File: config.mk
export PLATFORM = sky130hd
export DESIGN_NAME = vliw_issue_ctrl
export DESIGN_NICKNAME = d
export VERILOG_FILES = /design/src/rtl/vliw_pkg.sv /design/src/rtl/vliw_hazard_unit.sv /design/src/rtl/vliw_issue_ctrl.sv
export SDC_FILE = /design/constraint.sdc
export NUM_CORES = 1
export LEC_CHECK = 0
export ABC_AREA = 1
export BUFFER_PORTS_ARGS = -buffer_cell sky130_fd_sc_hd__buf_2
export CORE_MARGIN = 1.5
export CORE_UTILIZATION = 45
export DETAILED_ROUTE_END_ITERATION = 8
export PLACE_DENSITY = 0.82
export SYNTH_ARGS = -nofsm -noshare
export SYNTH_HDL_FRONTEND = slang
export SYNTH_HIERARCHICAL = 1
export SYNTH_SLANG_ARGS = --single-unit
File: constraint.sdc
create_clock -name clk -period 1.8 [get_ports clk]
set_input_delay 0.45 -clock clk [delete_from_list [all_inputs] [get_ports clk]]
set_output_delay 0.45 -clock clk [all_outputs]
set_load 0.02 [all_outputs]
File: src/rtl/vliw_pkg.sv
// Shared definitions for the VLIW issue controller and the control decoder.
package vliw_pkg;

  localparam int unsigned REG_ADDR_W_DEF = 4;

  localparam logic [4:0] STOREB = 5'b01100;
  localparam logic [4:0] LOADB  = 5'b01101;
  localparam logic [4:0] BRANCH = 5'b11010;
  localparam logic [4:0] JUMP   = 5'b11110;

  typedef enum logic [1:0] {
    RUN      = 2'd0,
    MEM_WAIT = 2'd1,
    FLUSH    = 2'd2,
    TRAP     = 2'd3
  } issueState_t;

endpackage

File: src/rtl/vliw_hazard_unit.sv
// Load-use comparator: flags a fetch bundle that reads the register a P1 loadb writes.
module vliw_hazard_unit
  import vliw_pkg::*;
#(
  parameter int unsigned REG_ADDR_W = REG_ADDR_W_DEF
) (
  input  logic                  p1Valid,
  input  logic [4:0]            p1MemOpcode,
  input  logic [REG_ADDR_W-1:0] p1MemRd,
  input  logic                  fValid,
  input  logic [REG_ADDR_W-1:0] fAluRs1,
  input  logic [REG_ADDR_W-1:0] fAluRs2,
  input  logic [REG_ADDR_W-1:0] fMemRs,
  output logic                  loadUse
);

  logic srcMatch;

  always_comb begin
    srcMatch = (p1MemRd == fAluRs1) || (p1MemRd == fAluRs2) || (p1MemRd == fMemRs);
    // r0 is hardwired zero, so a load targeting it never creates a dependency
    loadUse  = p1Valid && fValid && (p1MemOpcode == LOADB) && (p1MemRd != '0) && srcMatch;
  end

endmodule

File: src/rtl/vliw_issue_ctrl.sv
// Issue/sequencing controller for the 2-slot VLIW pipeline: P1 bundle register plus hazard FSM.
// Optional performance counters are enabled with `define VLIW_ISSUE_PERF_CNT_EN.
module vliw_issue_ctrl
  import vliw_pkg::*;
#(
  parameter int unsigned REG_ADDR_W    = REG_ADDR_W_DEF,
  parameter int unsigned FLUSH_BUBBLES = 1
) (
  input  logic                  clk,
  input  logic                  reset_n,
  input  logic                  f_valid,
  output logic                  f_ready,
  input  logic [6:0]            f_aluOpcode,
  input  logic [4:0]            f_memOpcode,
  input  logic [REG_ADDR_W-1:0] f_aluRs1,
  input  logic [REG_ADDR_W-1:0] f_aluRs2,
  input  logic [REG_ADDR_W-1:0] f_aluRd,
  input  logic [REG_ADDR_W-1:0] f_memRs,
  input  logic [REG_ADDR_W-1:0] f_memRd,
  output logic                  p1_valid,
  output logic [6:0]            p1_aluOpcode,
  output logic [4:0]            p1_memOpcode,
  output logic [REG_ADDR_W-1:0] p1_aluRs1,
  output logic [REG_ADDR_W-1:0] p1_aluRs2,
  output logic [REG_ADDR_W-1:0] p1_aluRd,
  output logic [REG_ADDR_W-1:0] p1_memRs,
  output logic [REG_ADDR_W-1:0] p1_memRd,
  input  logic                  memRead,
  input  logic                  memWrite,
  input  logic                  isBranch,
  input  logic                  isJump,
  input  logic                  alu_undefinedInstruction,
  input  logic                  mem_undefinedInstruction,
  input  logic                  branchTaken,
  output logic                  dmem_req,
  input  logic                  dmem_ack,
  output logic                  pc_redirect,
  output logic                  stall,
  output logic                  trap
`ifdef VLIW_ISSUE_PERF_CNT_EN
  ,
  output logic [15:0]           perf_stall_cnt,
  output logic [15:0]           perf_flush_cnt
`endif
);

  issueState_t state, stateNext;
  logic [2:0]  flushCnt, flushCntNext;
  logic        loadP1, clearP1;
  logic        memOp, takenCtl, undefInsn, loadUse;

  vliw_hazard_unit #(.REG_ADDR_W(REG_ADDR_W)) hazardUnit (
    .p1Valid    (p1_valid),
    .p1MemOpcode(p1_memOpcode),
    .p1MemRd    (p1_memRd),
    .fValid     (f_valid),
    .fAluRs1    (f_aluRs1),
    .fAluRs2    (f_aluRs2),
    .fMemRs     (f_memRs),
    .loadUse    (loadUse)
  );

  assign memOp     = p1_valid && (memRead || memWrite);
  assign takenCtl  = p1_valid && (isJump || (isBranch && branchTaken));
  assign undefInsn = p1_valid && (alu_undefinedInstruction || mem_undefinedInstruction);
  assign dmem_req  = memOp && ((state == RUN) || (state == MEM_WAIT));
  assign trap      = (state == TRAP);

  always_comb begin
    stateNext    = state;
    flushCntNext = flushCnt;
    f_ready      = 1'b0;
    stall        = 1'b0;
    pc_redirect  = 1'b0;
    loadP1       = 1'b0;
    clearP1      = 1'b0;
    case (state)
      TRAP: clearP1 = 1'b1;
      FLUSH: begin
        f_ready      = 1'b1;
        clearP1      = 1'b1;
        flushCntNext = flushCnt - 3'd1;
        if (flushCnt <= 3'd1) begin
          stateNext    = RUN;
          flushCntNext = '0;
        end
      end
      // MEM_WAIT shares RUN's priority chain so the ack cycle also retires P1
      RUN, MEM_WAIT: begin
        if (undefInsn) begin
          stateNext = TRAP;
          clearP1   = 1'b1;
        end else if (memOp && !dmem_ack) begin
          stateNext = MEM_WAIT;
          stall     = 1'b1;
        end else if (takenCtl) begin
          pc_redirect = 1'b1;
          f_ready     = 1'b1;
          clearP1     = 1'b1;
          if (FLUSH_BUBBLES > 1) begin
            stateNext    = FLUSH;
            flushCntNext = 3'(FLUSH_BUBBLES - 1);
          end else begin
            stateNext = RUN;
          end
        end else if (loadUse) begin
          stateNext = RUN;
          stall     = 1'b1;
          clearP1   = 1'b1;
        end else begin
          stateNext = RUN;
          f_ready   = 1'b1;
          loadP1    = f_valid;
          clearP1   = !f_valid;
        end
      end
    endcase
  end

  always_ff @(posedge clk) begin
    if (!reset_n) begin
      state        <= RUN;
      flushCnt     <= '0;
      p1_valid     <= 1'b0;
      p1_aluOpcode <= '0;
      p1_memOpcode <= '0;
      p1_aluRs1    <= '0;
      p1_aluRs2    <= '0;
      p1_aluRd     <= '0;
      p1_memRs     <= '0;
      p1_memRd     <= '0;
    end else begin
      state    <= stateNext;
      flushCnt <= flushCntNext;
      if (loadP1) begin
        p1_valid     <= 1'b1;
        p1_aluOpcode <= f_aluOpcode;
        p1_memOpcode <= f_memOpcode;
        p1_aluRs1    <= f_aluRs1;
        p1_aluRs2    <= f_aluRs2;
        p1_aluRd     <= f_aluRd;
        p1_memRs     <= f_memRs;
        p1_memRd     <= f_memRd;
      end else if (clearP1) begin
        p1_valid     <= 1'b0;
        p1_aluOpcode <= '0;
        p1_memOpcode <= '0;
        p1_aluRs1    <= '0;
        p1_aluRs2    <= '0;
        p1_aluRd     <= '0;
        p1_memRs     <= '0;
        p1_memRd     <= '0;
      end
    end
  end

`ifdef VLIW_ISSUE_PERF_CNT_EN
  always_ff @(posedge clk) begin
    if (!reset_n) begin
      perf_stall_cnt <= '0;
      perf_flush_cnt <= '0;
    end else begin
      if (stall && (perf_stall_cnt != '1))
        perf_stall_cnt <= perf_stall_cnt + 16'd1;
      if (pc_redirect && (perf_flush_cnt != '1))
        perf_flush_cnt <= perf_flush_cnt + 16'd1;
    end
  end
`endif

endmodule

==> Word-level counts from Yosys, hierarchy flattened <==
Index checks and enable logic that the tools add are counted.
{ "classes": {"addsub": 1, "order_cmp": 1, "eq_ne": 8, "muxes": 41, "reduce_logical": 25} }
{ "op_table": {"columns": ["operator", "n"], "rows": [
  ["1-bit 2-to-1 mux", 25],
  ["4-bit 2-to-1 mux", 6],
  ["7-bit 2-to-1 mux", 2],
  ["4-bit == test", 3],
  ["1-bit logical AND", 10],
  ["5-bit 2-to-1 mux", 2],
  ["1-bit logical OR", 6],
  ["5-bit by 4-bit == test with 1-bit output, second input constant", 1],
  ["2-bit == test, second input constant", 2],
  ["2-bit 2-to-1 mux", 2],
  ["1-bit one-hot mux with 2 select lines", 2],
  ["2-bit one-hot mux with 2 select lines", 1],
  ["2-bit nonzero test", 2],
  ["4-bit nonzero test", 1],
  ["2-bit OR reduction", 2],
  ["3-bit by 1-bit less-or-equal comparator with 1-bit output, second input constant", 1],
  ["3-bit 2-to-1 mux", 1],
  ["3-bit by 1-bit subtractor with 3-bit output, second input constant", 1],
  ["2-bit by 1-bit == test with 1-bit output, second input constant", 1],
  ["1-bit logical NOT", 2],
  ["2-bit logical NOT", 1],
  ["2-bit != test, second input constant", 1],
  ["2-bit AND reduction", 1]
]} }
{ "totals": {"register_bits": 38, "inputBits": 43, "out_inout_bits": 38, "word_cells": 86} }

==> Depth between registers and ports, before layout <==
{ "depth": {"depth_word": 11, "ltp_mapped": 14, "depth_no_buf": 13} }

==> By module <==
Netlist, hierarchy kept.
{ "modules_own_cells": {"columns": ["mod", "instances", "cells_per_inst", "area_each_um2", "seq_area_each_um2"], "rows": [
  ["vliw_issue_ctrl", 1, 205, 1597.8, 760.7],
  ["vliw_hazard_unit", 1, 69, 274.0, 0.0]
]} }

==> Least setup slack after synthesis <==
No wires, ideal clock.
{ "synth_path": {"path_type": "reg2out", "startpoint": "reg p1_memRd[1]", "endpoint": "out stall", "t_arrival_ns": 1.405, "required_time_ns": 1.350, "setup_slack_ns": -0.055, "path_stages_with_launch": 11, "path_buffers": 0, "cell_sequence": "dfxtp_1 -> inv_2 -> nand2_1 -> nand2_1 -> nor2_1 -> nand2_1 -> nand3_1 -> nand2_1 -> inv_1 -> nand2_1 -> a21oi_1"} }
{ "synth_between": {"elab_chain_len": 9, "elab_cells_between_ends": 13, "cone_classes": "eq/ne: 3; mux: 5; reduce/logical: 5"} }
{ "synth_rtl": {"columns": ["element", "line", "source"], "rows": [
  ["start: declaration", "vliw_issue_ctrl.sv:27", "output logic [REG_ADDR_W-1:0] p1_memRd,"],
  ["start signal: assignment", "vliw_issue_ctrl.sv:143", "p1_memRd <= f_memRd;"],
  ["4-bit == test", "vliw_hazard_unit.sv:20", "srcMatch = (p1MemRd == fAluRs1) || (p1MemRd == fAluRs2) || (p1MemRd == fMemRs);"],
  ["1-bit logical OR (2 in a row)", "vliw_hazard_unit.sv:20", null],
  ["1-bit logical AND *", "vliw_hazard_unit.sv:22", "loadUse = p1Valid && fValid && (p1MemOpcode == LOADB) && (p1MemRd != '0) && srcMatch;"],
  ["named net loadUse", "vliw_issue_ctrl.sv:50", "logic memOp, takenCtl, undefInsn, loadUse;"],
  ["1-bit 2-to-1 mux *", "vliw_issue_ctrl.sv:106", "end else if (loadUse) begin"],
  ["1-bit 2-to-1 mux *", "vliw_issue_ctrl.sv:96", "end else if (takenCtl) begin"],
  ["1-bit 2-to-1 mux *", "vliw_issue_ctrl.sv:93", "end else if (memOp && !dmem_ack) begin"],
  ["1-bit 2-to-1 mux *", "vliw_issue_ctrl.sv:90", "if (undefInsn) begin"],
  ["1-bit 2-to-1 mux *", "vliw_issue_ctrl.sv:77", "case (state)"],
  ["end: declaration", "vliw_issue_ctrl.sv:38", "output logic stall,"]
]} }
Mark *: on every way through the listed nets, which the timed path passes. The rest lies on a longest branch.

==> Worst setup path in the final report <==
{ "layout_path": {"startpoint": "reg p1_memRd[2]", "endpoint": "out f_ready"} }
{ "layout_between": {"elab_chain_len": 9, "elab_cells_between_ends": 13, "cone_classes": "eq/ne: 3; mux: 5; reduce/logical: 5"} }
{ "layout_rtl": {"columns": ["element", "line", "source"], "rows": [
  ["4-bit == test", "vliw_hazard_unit.sv:20", null],
  ["1-bit logical OR (2 in a row)", "vliw_hazard_unit.sv:20", null],
  ["1-bit logical AND *", "vliw_hazard_unit.sv:22", null],
  ["named net loadUse", "vliw_issue_ctrl.sv:50", null],
  ["1-bit 2-to-1 mux *", "vliw_issue_ctrl.sv:106", null],
  ["1-bit 2-to-1 mux *", "vliw_issue_ctrl.sv:96", null],
  ["1-bit 2-to-1 mux *", "vliw_issue_ctrl.sv:93", null],
  ["1-bit 2-to-1 mux *", "vliw_issue_ctrl.sv:90", null],
  ["1-bit one-hot mux with 2 select lines *", "vliw_issue_ctrl.sv:77", null],
  ["end: declaration", "vliw_issue_ctrl.sv:12", "output logic f_ready,"]
]} }
Marks and branches as above.

==> flow_metrics.tcl <==
set metrics [dict create \
    cpMaxStageDelayCell "dfxtp_2" \
    rsz0062_at_grt "true" \
    globalRouteOverflowTotal 0 \
    setup_violations 2 \
    start_util_pct 46.79 \
    cpMostUsedCell "nand2_1" \
    synthesis.nets 319 \
    die_x_um 67.50 \
    skew_ns 0.007810 \
    slowest_delay_ns 0.34 \
    synthAdderAreaFrac_pct 1.337 \
    cts_made_buffers 5 \
    required_ns 1.35 \
    clkTransAtPathRegs_ns 0.08 \
    slew_viol_final 0 \
    synth_top_area_share_pct 40.64 \
    vdd_drop_max_uv 396.3 \
    period_needed_ns 2.003 \
    fmax_mhz 499.3 \
    ioPinCount 81 \
    grt_start_max_net_pins 24 \
    htree_levels 2 \
    synth_top_family_by_area "simple AND/OR/NAND/NOR gates" \
    fin_cells 418 \
    final_common_cell "nand2_1" \
    core_um2 4000 \
    synth_mux_area_share_pct 0 \
    maxCapViolCount 0 \
    drive_above_1_share_pct 36.96 \
    r2r_slack_ns 0.14 \
    violations "setup timing" \
    hp-class "input port to flip-flop" \
    syn_to_final_growth_pct 39.64 \
    worst-path-buf-inv 3 \
    grt_pass1_vias 1819 \
    fill_cells 365 \
    p_total_w 0.002017 \
    status "complete, but fails checks" \
    crit_path_end_kind "primary output" \
    synth.area.top_cells "dfxtp_1 (41%), nand2_1 (17%), nand4_1 (12%)" \
    synth_compound_area_share_pct 10.56 \
    drc 0 \
    portBuffers 80 \
    cts_buffer_depth 2 \
    vias 2134 \
    hold_viol_final 0 \
    yosysSeqAreaShare_pct 40.64 \
    worstPathArrival_ns 1.55 \
    ant_nets 0 \
    yosys_register_bits 38 \
    netlist_area_um2 1872 \
    first_iter_violations 104 \
    crit_fanout 3 \
    die_area_um2 4556 \
    crit_type "flip-flop to primary output" \
    yosysUniqueCellTypes 20 \
    ctsHoldBuffers 0 \
    wl_um 5088 \
    synth.avg_cell_area_um2 6.831 \
    synthSimpleGateAreaFrac_pct 36.10 \
    power.density_nw_per_um2 771.6 \
    cellLeakagePower_nw 1.311 \
    track_usage_pct 22.45 \
    synth_xor_area_share_pct 0.4679 \
    vias_per_cell 5.105 \
    yosysWarnings 6 \
    setup_ws_ns -0.2028 \
    antenna_found_initial 0 \
    grt_pass1_wl_um 7845 \
    row_count 23 \
    nets 412 \
    crit_path_start_kind "flip-flop" \
    dp_cells 407 \
    worst_pin_slew_ns 0.2515 \
    cts_sinks 38 \
    hpwl_um 3664 \
    dr.pass1.iters 4 \
    tns_ns -0.4012 \
    cts-root-buf "clkbuf_8" \
    path_cells "buf_6, nand2_1, nand2_1, nor2_1, nand2_1, nand3_2, nand2_1, inv_2, nand2_2, nand3_2, nand2_2, buf_6" \
    pre_cts_slack_ns -0.1161 \
    routedWlPerCell_um 12.17 \
    synthCells 274 \
    slew-limit-headroom_pct 83.06 \
    num_antenna_cells 0 \
    hold_ws_ns 0.4291 \
    crit_family "simple AND/OR/NAND/NOR gates" \
    clkLatencyLatePin_ns 0.29 \
    die_y_um 67.50 \
    yosys.area.top_type "dfxtp_1" \
    timing.final.crit_share_pct 111.3 \
    place.gp.congestion 0.8193 \
    cts_tree "yes" \
    mostFrequentLayoutCells "nand2_1 (80), buf_2 (77), nand4_1 (35)" \
]
## final timing paths
path | to | cells after the start | startpoint
worst max-delay path | f_ready | 12 | p1_memRd[2]
worst min-delay path | p1_aluOpcode[2] | 3 | f_aluOpcode[2]
worst max register to register | p1_aluRs1[2] | 14 | p1_memRd[2]
worst min register to register | p1_aluRd[3] | 2 | p1_aluRd[3]
## cells in the mapped netlist
| library cell | count |
|---|---|
| buf_4 | 6 |
| inv_2 | 5 |
| nor2_2 | 1 |
| buf_2 | 7 |
| inv_1 | 25 |
| nor2_4 | 1 |
| nand4_1 | 35 |
| xor2_1 | 1 |
| nand3_2 | 1 |
| nor3b_2 | 1 |
| a21oi_1 | 34 |
| o21ai_1 | 1 |
| dfxtp_1 | 38 |
| o21ai_0 | 3 |
| ha_1 | 2 |
| nor2_1 | 17 |
| nand3_1 | 6 |
| o21bai_1 | 1 |
| clkbuf_1 | 3 |
| nand2_1 | 86 |
## stage by stage
step           instance area [um2]  utilization (%)
2_1_floorplan                 1876                -
3_3_place_gp                  2415            60.37
3_5_place_dp                  2415            60.37
4_1_cts                       2571            64.28
5_1_grt                       2614            65.34
6_report                      2614            65.34
## kinds of logic after synthesis
| family | Yosys count |
|---|---|
| AOI/OAI and AO/OA | 39 |
| xor gates and xnor gates | 1 |
| adders and majority gates | 2 |
| buffers and inverters | 46 |
| DFF | 38 |
| and+or+nand+nor | 148 |
## worst reg2reg max path: cells and delay by family (launching register included)
kind	cells	cell delay (ns)
compound gates	1	0.14
simple gates	9	0.71
flops	1	0.36
buf+inv	4	0.39
## registers in the layout, indices dropped and copies added, names as in the netlist
| name | cells |
|---|---|
| p1_memOpcode | 5 |
| p1_valid | 1 |
| p1_memRd | 4 |
| flushCnt | 3 |
| p1_aluOpcode | 7 |
| p1_aluRs2 | 4 |
| p1_aluRd | 4 |
| p1_aluRs1 | 4 |
| state | 2 |
| p1_memRs | 4 |
## area by class of cell
type	instances	area, um2	share of cell area (%)
Multi-Input combinational cell	190	952.2	36.43
Inverter	30	115.1	4.404
Tap cell	50	62.56	2.393
Timing Repair Buffer	102	616.8	23.60
Clock inverter	2	12.51	0.4787
Clock buffer	6	82.58	3.159
Sequential cell	38	772.0	29.54
## layer usage
metal  part of all wire [%]  vias up  global-route usage [%]
met2                     49       85                   38.85
met5                      0        -                       0
met4                   0.86        0                   6.122
li1                       -     1094                       -
met1                     42      947                   27.57
met3                    7.2        8                   5.500
## what timing repair did
| item | in CTS | in global routing |
|---|---|---|
| buffers inserted | 2 | 1 |
| endpoints found under the setup margin | 3 | 17 |
| gates resized for setup | 20 | 9 |
| pin swaps | 15 | 5 |
## power breakdown
| group | switching, W | leakage, nW | internal (W) |
|---|---|---|---|
| Clock | 0.000293 | 0.0472 | 0.000308 |
| Sequential | 0.0000304 | 0.313 | 0.000888 |
| Combinational | 0.000289 | 0.951 | 0.000208 |
Note: power is estimated with default switching activity, not from simulation.
